## src/rtl/restador_pkg.sv

```systemverilog
// Shared types for the bit-serial subtractor: FSM state encoding.
package restador_pkg;

   typedef enum logic [1:0] {
      IDLE = 2'b00,
      RUN  = 2'b01,
      DONE = 2'b10
   } estado_t;

endpackage : restador_pkg

```

## src/rtl/restador_completo.sv

```systemverilog
// 1-bit full subtractor: x - y - bi, producing the difference bit and borrow-out.
module restador_completo (
   input  logic x,
   input  logic y,
   input  logic bi,
   output logic dif,
   output logic bo
);

   assign dif = x ^ y ^ bi;
   assign bo  = (~x & y) | (~(x ^ y) & bi);

endmodule : restador_completo

```

## src/rtl/restador_serial_n_bits.sv

```systemverilog
// Bit-serial N-bit subtractor d = a - b - b_in, LSB first, one bit per clock,
// with a start/done handshake; results hold until the next accepted start.
module restador_serial_n_bits
   import restador_pkg::*;
#(
   parameter int N = 8
) (
   input  logic         clk,
   input  logic         rst,
   input  logic         start,
   input  logic [N-1:0] a,
   input  logic [N-1:0] b,
   input  logic         b_in,
   output logic [N-1:0] d,
   output logic         b_out,
   output logic         ovf,
   output logic         busy,
   output logic         done
);

   localparam int CW = $clog2(N + 1);

   estado_t         estado_r;
   estado_t         estado_sig_s;
   logic [N-1:0]    a_sh_r;
   logic [N-1:0]    b_sh_r;
   logic [N-1:0]    d_sh_r;
   logic [N-1:0]    d_next_s;
   logic            borrow_r;
   logic [CW-1:0]   cnt_r;
   logic            a_msb_r;
   logic            b_msb_r;
   logic [N-1:0]    d_r;
   logic            b_out_r;
   logic            ovf_r;
   logic            busy_r;
   logic            done_r;
   logic            dif_s;
   logic            bo_s;
   logic            ultimo_s;

   restador_completo u_completo (
      .x   (a_sh_r[0]),
      .y   (b_sh_r[0]),
      .bi  (borrow_r),
      .dif (dif_s),
      .bo  (bo_s)
   );

   // The newest difference bit enters from the MSB side; works for N=1 too.
   assign d_next_s = N'({dif_s, d_sh_r} >> 1'b1);
   assign ultimo_s = (cnt_r == CW'(N - 1));

   // State register.
   always_ff @(posedge clk or posedge rst) begin
      if (rst) begin
         estado_r <= IDLE;
      end else begin
         estado_r <= estado_sig_s;
      end
   end

   // Next-state logic; start is only honoured in IDLE.
   always_comb begin
      estado_sig_s = estado_r;
      case (estado_r)
         IDLE: begin
            if (start) begin
               estado_sig_s = RUN;
            end else begin
               estado_sig_s = IDLE;
            end
         end
         RUN: begin
            if (ultimo_s) begin
               estado_sig_s = DONE;
            end else begin
               estado_sig_s = RUN;
            end
         end
         DONE:    estado_sig_s = IDLE;
         default: estado_sig_s = IDLE;
      endcase
   end

   // Operand capture, serial datapath, result register and handshake outputs.
   always_ff @(posedge clk or posedge rst) begin
      if (rst) begin
         a_sh_r   <= '0;
         b_sh_r   <= '0;
         d_sh_r   <= '0;
         borrow_r <= 1'b0;
         cnt_r    <= '0;
         a_msb_r  <= 1'b0;
         b_msb_r  <= 1'b0;
         d_r      <= '0;
         b_out_r  <= 1'b0;
         ovf_r    <= 1'b0;
         busy_r   <= 1'b0;
         done_r   <= 1'b0;
      end else begin
         case (estado_r)
            IDLE: begin
               if (start) begin
                  a_sh_r   <= a;
                  b_sh_r   <= b;
                  borrow_r <= b_in;
                  cnt_r    <= '0;
                  a_msb_r  <= a[N-1];
                  b_msb_r  <= b[N-1];
               end
            end
            RUN: begin
               a_sh_r   <= a_sh_r >> 1'b1;
               b_sh_r   <= b_sh_r >> 1'b1;
               borrow_r <= bo_s;
               d_sh_r   <= d_next_s;
               if (ultimo_s) begin
                  // Publish the whole result at once so d never shows partial bits.
                  d_r     <= d_next_s;
                  b_out_r <= bo_s;
                  ovf_r   <= (a_msb_r ^ b_msb_r) & (dif_s ^ a_msb_r);
               end else begin
                  cnt_r <= cnt_r + CW'(1);
               end
            end
            default: begin
               cnt_r <= cnt_r;
            end
         endcase
         busy_r <= (estado_sig_s == RUN);
         done_r <= (estado_sig_s == DONE);
      end
   end

   assign d     = d_r;
   assign b_out = b_out_r;
   assign ovf   = ovf_r;
   assign busy  = busy_r;
   assign done  = done_r;

endmodule : restador_serial_n_bits

```

## config.mk

```make
export PLATFORM = sky130hd
export DESIGN_NAME = restador_serial_n_bits
export DESIGN_NICKNAME = d
export VERILOG_FILES = /design/src/rtl/restador_pkg.sv /design/src/rtl/restador_completo.sv /design/src/rtl/restador_serial_n_bits.sv
export SDC_FILE = /design/constraint.sdc
export NUM_CORES = 1
export LEC_CHECK = 0
export ABC_CLOCK_PERIOD_IN_PS = 2000
export CORE_AREA = 2 2 84 86
export CTS_BUF_LIST = sky130_fd_sc_hd__clkbuf_2
export CTS_CLUSTER_SIZE = 40
export DETAILED_ROUTE_END_ITERATION = 10
export DIE_AREA = 0 0 86 88
export PLACE_DENSITY_LB_ADDON = 0.2
export SLEW_MARGIN = 20
export SYNTH_ARGS = -nofsm -noshare
export SYNTH_HDL_FRONTEND = slang
export SYNTH_SLANG_ARGS = --single-unit
```

## constraint.sdc

```tcl
create_clock -name clk -period 2 [get_ports clk]
set_input_delay 0.3 -clock clk [delete_from_list [all_inputs] [get_ports clk]]
set_output_delay 0.3 -clock clk [all_outputs]
set_load 0.005 [all_outputs]
```

==> key figures, run 1 <==
Yosys
  • Synth top area cells: sky130_fd_sc_hd__dfrtp_1, sky130_fd_sc_hd__nand2_1, sky130_fd_sc_hd__mux2i_1
  • Area fraction of the dominant cell type after synthesis: 56.8%
  • Synthesis-stage register bit count: 44
  • Yosys synthesis warning count: 0
  • Count of mapped cells out of synthesis: 171
  • Sequential-to-total area share from yosys stat: 56.8%
  • Avg Synthesized Cell Area: 11.3 sq um
  • Net count of the mapped netlist: 193
  • Netlist area before placement: 1940 sq um
  • Cell type contributing the most total cell area after synthesis: sky130_fd_sc_hd__dfrtp_1
  • Count of different cell masters after synthesis: 31

Finish
  • Area grow syn2layout: 23.1%
  • Fillers: 678
  • Post-route standard cell area excluding fillers: 2380 sq um
  • Final non-filler cell total: 286
  • Antenna Diode Count: 0
  • Most common cell after layout, fill and taps aside: sky130_fd_sc_hd__dfrtp_1
  • Commonest cells after routing, fill and taps aside: sky130_fd_sc_hd__dfrtp_1, sky130_fd_sc_hd__nand2_1, sky130_fd_sc_hd__clkdlybuf4s50_1, sky130_fd_sc_hd__mux2i_1, sky130_fd_sc_hd__o21ai_0
  • Nets@finish: 227
  • Fraction of final layout cells with drive strength greater than 1: 13.1%

Worst setup path
  • CP Data Arrival Time: 1.94 ns
  • Highest net fanout along the worst path: 11
  • Capturing element type of the critical path: flip-flop
  • Critical Path RT: 2.30 ns
  • Element type at the critical path start: flip-flop
  • Type of the setup path with the least slack: reg -> reg

STA
  • Slew Viols, Final: 0
  • Total setup violations reported at the end of the flow: 0
  • Transition time at the pin with the least slew margin: 0.362 ns
  • Final Hold Fails: 0
  • Achievable frequency: 0.613 GHz
  • Normalized max-slew margin: 75.9%
  • Final critical-path required period: 1.63 ns
  • Portion of the clock cycle consumed by the worst path in the final layout: 81.6%
  • RSZ-0062 raised after global routing: false
  • Layout Skew: 0.0169 ns
  • Setup total negative slack: 0 ns
  • Worst Slack Setup Final: 0.367 ns

Clock tree
  • Maximum root-to-sink buffer count: 2
  • CTS Buf Count: 5
  • Number of buffers inserted for hold repair after clock tree synthesis: 0
  • Setup fix buffers added after clock tree synthesis: 0
  • Count of clock tree sinks: 44
  • Htree depth: 2
  • Number of gates given a new drive strength after cts: 0
  • TritonCTS clock tree: done
  • Clock-pin slew on the worst setup and hold paths: 0.22 ns
  • Clock root buffer master: sky130_fd_sc_hd__clkbuf_2
  • Clock network latency to the later pin of the worst-skew pair: 0.40 ns

Global route
  • GRT Util Overall: 11.1%
  • Antenna violations before repair: 0
  • Leftover overflow at the end of global routing: 0
  • First-pass GRT wire length: 6.49 mm
  • Vias in the first global route: 1280
  • Maximum number of pins on one net before global-route repair: 45

Detailed routing
  • Drt wl/cell: 13.0 microns
  • Routed via count: 1285
  • Detailed Routing Iterations Pass 1: 4
  • Number of remaining DRC errors: 0
  • DR vias/cell: 4.49
  • DRT iter0 DRCs: 48
  • WL final: 3.72 mm
  • Antenna-violating nets left: 0

Power and ir drop
  • Register share of total power: 45.7%
  • Cell internal power dissipation: 2.16 mW
  • Power share of the clock group: 10.8%
  • VDD IR max: 0.489 mV
  • Gate power share: 43.5%
  • Switching power of the nets: 1.20 mW
  • Pwr per Cell Area: 1410 nW/um^2
  • Net switching fraction of the power: 35.8%
  • Pwr Total: 3.37 mW
  • Leakage Power: 1.08 nW

Floorplanning
  • Starting Density: 29.2%
  • Boundary pin count: 32
  • Die Width: 86 microns
  • Area of the core: 6640 sq um
  • Floorplan row count: 30
  • Die footprint: 7570 sq um
  • Chip Height: 88 microns

Placement
  • Hpwl dp: 2.43 mm
  • Count of input and output buffers: 31
  • RePlAce Congestion: 0.767
  • Total placed cells including tap cells: 278
  • Area after detailed placement: 2350 sq um
  • Pre-CTS setup slack: 0.349 ns

Run
  • Max-capacitance violation count: 0

Min path
  • Path class of the lowest-slack min-delay path: in -> async

Run status
  • Result of the run: complete, no violations
power by group through the flow:
| stage | clock network (mW) | logic, mW | registers [mW] |
|---|---|---|---|
| floorplan | 0 | 1.04 | 1.50 |
| global placement | 0 | 1.48 | 1.56 |
| detailed placement | 0 | 1.49 | 1.56 |
| CTS | 0.386 | 1.50 | 1.55 |
| global route | 0.421 | 1.66 | 1.61 |
| finish | 0.363 | 1.46 | 1.54 |
kinds of logic after synthesis:
group,count (synthesis),share of synthesized area [%]
buffers and inverters,14,4.46
adders and majority gates,2,1.68
AOI/OAI and AO/OA,28,8.46
and+or+nand+nor,58,13.4
muxes,25,15.2
DFF,44,56.8
synth_stat cells:
| cell | number |
|---|---|
| sky130_fd_sc_hd__nor2b_1 | 1 |
| sky130_fd_sc_hd__mux2_4 | 8 |
| sky130_fd_sc_hd__buf_2 | 5 |
| sky130_fd_sc_hd__ha_1 | 1 |
| sky130_fd_sc_hd__mux2i_1 | 14 |
| sky130_fd_sc_hd__and2_2 | 1 |
| sky130_fd_sc_hd__fa_1 | 1 |
| sky130_fd_sc_hd__a21oi_1 | 7 |
| sky130_fd_sc_hd__a22o_1 | 2 |
| sky130_fd_sc_hd__mux2_2 | 3 |
| sky130_fd_sc_hd__nand2_1 | 39 |
| sky130_fd_sc_hd__clkbuf_1 | 2 |
| sky130_fd_sc_hd__inv_1 | 4 |
| sky130_fd_sc_hd__buf_4 | 1 |
| sky130_fd_sc_hd__buf_6 | 1 |
| sky130_fd_sc_hd__or4_1 | 1 |
| sky130_fd_sc_hd__o22ai_1 | 1 |
| sky130_fd_sc_hd__nor3b_1 | 1 |
| sky130_fd_sc_hd__nand3_1 | 7 |
| sky130_fd_sc_hd__and2_4 | 1 |
| sky130_fd_sc_hd__nor2_1 | 2 |
| sky130_fd_sc_hd__o311ai_0 | 1 |
| sky130_fd_sc_hd__buf_12 | 1 |
| sky130_fd_sc_hd__o21ai_0 | 14 |
| sky130_fd_sc_hd__and3b_1 | 1 |
| sky130_fd_sc_hd__a211oi_1 | 1 |
| sky130_fd_sc_hd__o21bai_2 | 1 |
| sky130_fd_sc_hd__o211ai_1 | 1 |
| sky130_fd_sc_hd__nand2b_1 | 3 |
| sky130_fd_sc_hd__nor3_1 | 1 |
| sky130_fd_sc_hd__dfrtp_1 | 44 |
per-stage QoR:
stage          util, %  hold slack [ns]
3_3_place_gp      35.3            0.461
2_1_floorplan        -            0.433
3_5_place_dp      35.3            0.468
6_report          35.9            0.202
5_1_grt           35.9            0.177
4_1_cts           35.9            0.189
layout make-up:
cell class / instances / area [sq um] / share of cell area [%]
clock buffers: 5 / 25.0 / 1.05
clock inverters: 3 / 13.8 / 0.577
inverters: 4 / 15.0 / 0.630
multi-input cells: 113 / 749 / 31.4
flip-flops and latches: 44 / 1100 / 46.2
well taps: 80 / 100 / 4.20
repair buffers: 37 / 380 / 15.9
registers in the layout (all words and copies together), names as in the netlist, 2 cells and up:
| name | count |
|---|---|
| d | 8 |
| cnt_r | 4 |
| b_sh_r | 8 |
| estado_r | 2 |
| a_sh_r | 8 |
| d_sh_r | 7 |
critical path: stages, from the launching register on:
cell and delay (ns):
sky130_fd_sc_hd__dfrtp_1 0.47, sky130_fd_sc_hd__ha_1 0.24, sky130_fd_sc_hd__and3b_1 0.20, sky130_fd_sc_hd__and2_4 0.27
sky130_fd_sc_hd__mux2_2 0.35
routing by layer:
metal,vias to the layer above,share of wire (%),track usage (%)
li1,647,-,-
met1,612,52,16.2
met2,20,43,16.1
met3,6,2.7,2.83
met4,0,1.8,3.90
met5,-,0,0
path summary, 6_finish.rpt:
check / start / endpoint / slack, ns / cells after the start
min in group clk: a[4] / a_sh_r[4] / 0.50 / 3
min reg2reg: b_sh_r[3] / b_sh_r[3] / 0.51 / 2
max: cnt_r[0] / d[6] / 0.37 / 4
max reg2reg: cnt_r[0] / d[6] / 0.37 / 4
max in group asynchronous: rst / b_msb_r / 1.58 / 3
min: rst / d[4] / 0.20 / 3
No activity file was read; power rests on OpenSTA's default activity.
==> run 2: changes to the inputs <==
--- a/config.mk
+++ b/config.mk
@@ -5,7 +5,7 @@
 export SDC_FILE = /design/constraint.sdc
 export NUM_CORES = 1
 export LEC_CHECK = 0
-export ABC_CLOCK_PERIOD_IN_PS = 2000
+export ABC_CLOCK_PERIOD_IN_PS = 1450
 export CORE_AREA = 2 2 84 86
 export CTS_BUF_LIST = sky130_fd_sc_hd__clkbuf_2
 export CTS_CLUSTER_SIZE = 40
==> constraint.sdc (replaced) <==
create_clock -name clk -period 1.45 [get_ports clk]
set_input_delay 0.2175 -clock clk [delete_from_list [all_inputs] [get_ports clk]]
set_output_delay 0.2175 -clock clk [all_outputs]
set_load 0.005 [all_outputs]
==> run 2 against run 1 <==
  * The flow now finishes with violations (setup timing)
  * Maximum frequency increased by 9.1%
  * Die area is the same
  * Clock skew grew 0.013 ns
  * Cell area grew 8.6%
  * Combinational power up 71%
  * Core utilization is 3.1 points higher
  * Setup slack got worse by 0.41 ns
  * Global-route usage up 0.58 points
  * Wire length up 7.1%
  * Critical path type unchanged
  * Critical endpoint is now ovf
  * Largest cell class unchanged
==> key figures, run 2 (synthesis results as in run 1) <==
Run status
  • Result of the run: finished, violations left
  • Violated checks: setup timing

Detailed routing
  • DRT iter0 DRCs: 77
  • Number of remaining DRC errors: 0
  • DR vias/cell: 4.42
  • Antenna-violating nets left: 0
  • Detailed Routing Iterations Pass 1: 4
  • WL final: 3.99 mm
  • Drt wl/cell: 13.0 microns
  • Routed via count: 1356

STA
  • Final critical-path required period: 1.50 ns
  • Transition time at the pin with the least slew margin: 0.259 ns
  • Worst Slack Setup Final: -0.0458 ns
  • Worst hold slack across all endpoints: 0.0878 ns
  • Slew Viols, Final: 0
  • Total setup violations reported at the end of the flow: 3
  • RSZ-0062 raised after global routing: true
  • Portion of the clock cycle consumed by the worst path in the final layout: 103%
  • Layout Skew: 0.0303 ns
  • Normalized max-slew margin: 82.7%
  • Achievable frequency: 0.669 GHz
  • Setup total negative slack: -0.0642 ns
  • Final Hold Fails: 0

Power and ir drop
  • VDD IR max: 0.647 mV
  • Pwr per Cell Area: 1970 nW/um^2
  • Leakage Power: 1.23 nW

Clock tree
  • TritonCTS clock tree: done
  • Clock root buffer master: sky130_fd_sc_hd__clkbuf_2
  • Clock network latency to the later pin of the worst-skew pair: 0.43 ns
  • Count of clock tree sinks: 44
  • Htree depth: 2
  • Maximum root-to-sink buffer count: 2
  • Number of buffers inserted for hold repair after clock tree synthesis: 0
  • Clock-pin slew on the worst setup and hold paths: 0.26 ns
  • CTS Buf Count: 5

Floorplanning
  • Boundary pin count: 32
  • Chip Height: 88 microns
  • Floorplan row count: 30
  • Starting Density: 29.2%
  • Die footprint: 7570 sq um
  • Area of the core: 6640 sq um
  • Die Width: 86 microns

Placement
  • Hpwl dp: 2.67 mm
  • Area after detailed placement: 2460 sq um
  • RePlAce Congestion: 0.709
  • Count of input and output buffers: 31

Finish
  • Nets@finish: 248
  • Fillers: 684
  • Fraction of final layout cells with drive strength greater than 1: 24.2%
  • Antenna Diode Count: 0
  • Area grow syn2layout: 33.7%
  • Post-route standard cell area excluding fillers: 2590 sq um
  • Most common cell after layout, fill and taps aside: sky130_fd_sc_hd__dfrtp_1
  • Commonest cells after routing, fill and taps aside: sky130_fd_sc_hd__dfrtp_1, sky130_fd_sc_hd__nand2_1, sky130_fd_sc_hd__buf_4, sky130_fd_sc_hd__clkdlybuf4s50_1

Worst setup path
  • Capturing element type of the critical path: flip-flop
  • Type of the setup path with the least slack: reg -> reg
  • Element type at the critical path start: flip-flop
  • Depth of the worst register-to-register path: 5
  • Register-to-register setup slack: -0.05 ns
  • Critical Path RT: 1.81 ns
  • Critical path destination: ovf
  • CP Data Arrival Time: 1.86 ns
  • R2r startpoint: borrow_r
  • Worst flop-to-flop path endpoint: ovf
  • Highest net fanout along the worst path: 3
  • Critical Path Source: borrow_r

Global route
  • Leftover overflow at the end of global routing: 0
  • Maximum number of pins on one net before global-route repair: 45
  • First-pass GRT wire length: 6.93 mm
  • Antenna violations before repair: 0
  • Vias in the first global route: 1430
  • GRT Util Overall: 11.7%

Run
  • Max-capacitance violation count: 0

Min path
  • Path class of the lowest-slack min-delay path: in -> async
run 2: how the worst min path moves through the flow:
stage                    from         to  slack (ns)  depth (start not counted)
floorplan                a[7]  a_sh_r[7]        0.35                          1
global placement    d_sh_r[1]  d_sh_r[1]        0.46                          2
detailed placement  b_sh_r[2]  b_sh_r[2]        0.47                          2
CTS                       rst       d[4]        0.07                          3
global route              rst       d[4]        0.07                          3
finish                    rst       d[4]        0.09                          3
run 2: per-layer routing:
layer	global-route usage (%)	routed length (microns)	up-vias
li1	-	-	688
met1	16.1	1970	640
met2	18.2	1830	23
met3	1.98	127	5
met4	5.19	65	0
met5	0	0	-
run 2: critical path: stages (launching register included):
cell	delay, ns
sky130_fd_sc_hd__dfrtp_1	0.40
sky130_fd_sc_hd__inv_2	0.05
sky130_fd_sc_hd__fa_1	0.56
sky130_fd_sc_hd__nand2b_1	0.11
sky130_fd_sc_hd__o22ai_1	0.07
sky130_fd_sc_hd__mux2_4	0.25
run 2: where the power goes:
| group | switching [mW] | total [mW] | internal, mW | leakage [nW] |
|---|---|---|---|---|
| registers | 0.298 | 2.06 | 1.76 | 0.547 |
| clock network | 0.434 | 0.554 | 0.120 | 0.0252 |
| logic | 1.07 | 2.50 | 1.42 | 0.653 |
| total | 1.80 | 5.11 | 3.31 | 1.23 |
run 2: what timing repair did:
| item | CTS | global route |
|---|---|---|
| resized for setup | 13 | 9 |
| pin swaps | 1 | 1 |
| setup buffers | 6 | 2 |
| gates cloned | 0 | 1 |
| endpoints found under the setup margin | 15 | 15 |
run 2: final cells by class:
type                            count  area [sq um]  share of cell area, %
Clock buffer                        5          25.0                  0.967
Clock inverter                      3          23.8                  0.918
Inverter                            4          15.0                  0.580
Multi-Input combinational cell    114           777                   30.0
Sequential cell                    44          1100                   42.6
Tap cell                           80           100                   3.87
Timing Repair Buffer               57           546                   21.1
run 2: through the flow:
stage	cells	total power, mW	utilization (%)	worst slack, ns
finish	307	5.11	39.0	-0.0458
global route	307	5.63	39.0	-0.0888
CTS	304	5.10	38.3	-0.0258
detailed placement	290	4.53	37.1	-0.0718
global placement	290	4.50	37.1	-0.0556
floorplan	171	3.50	-	-0.123
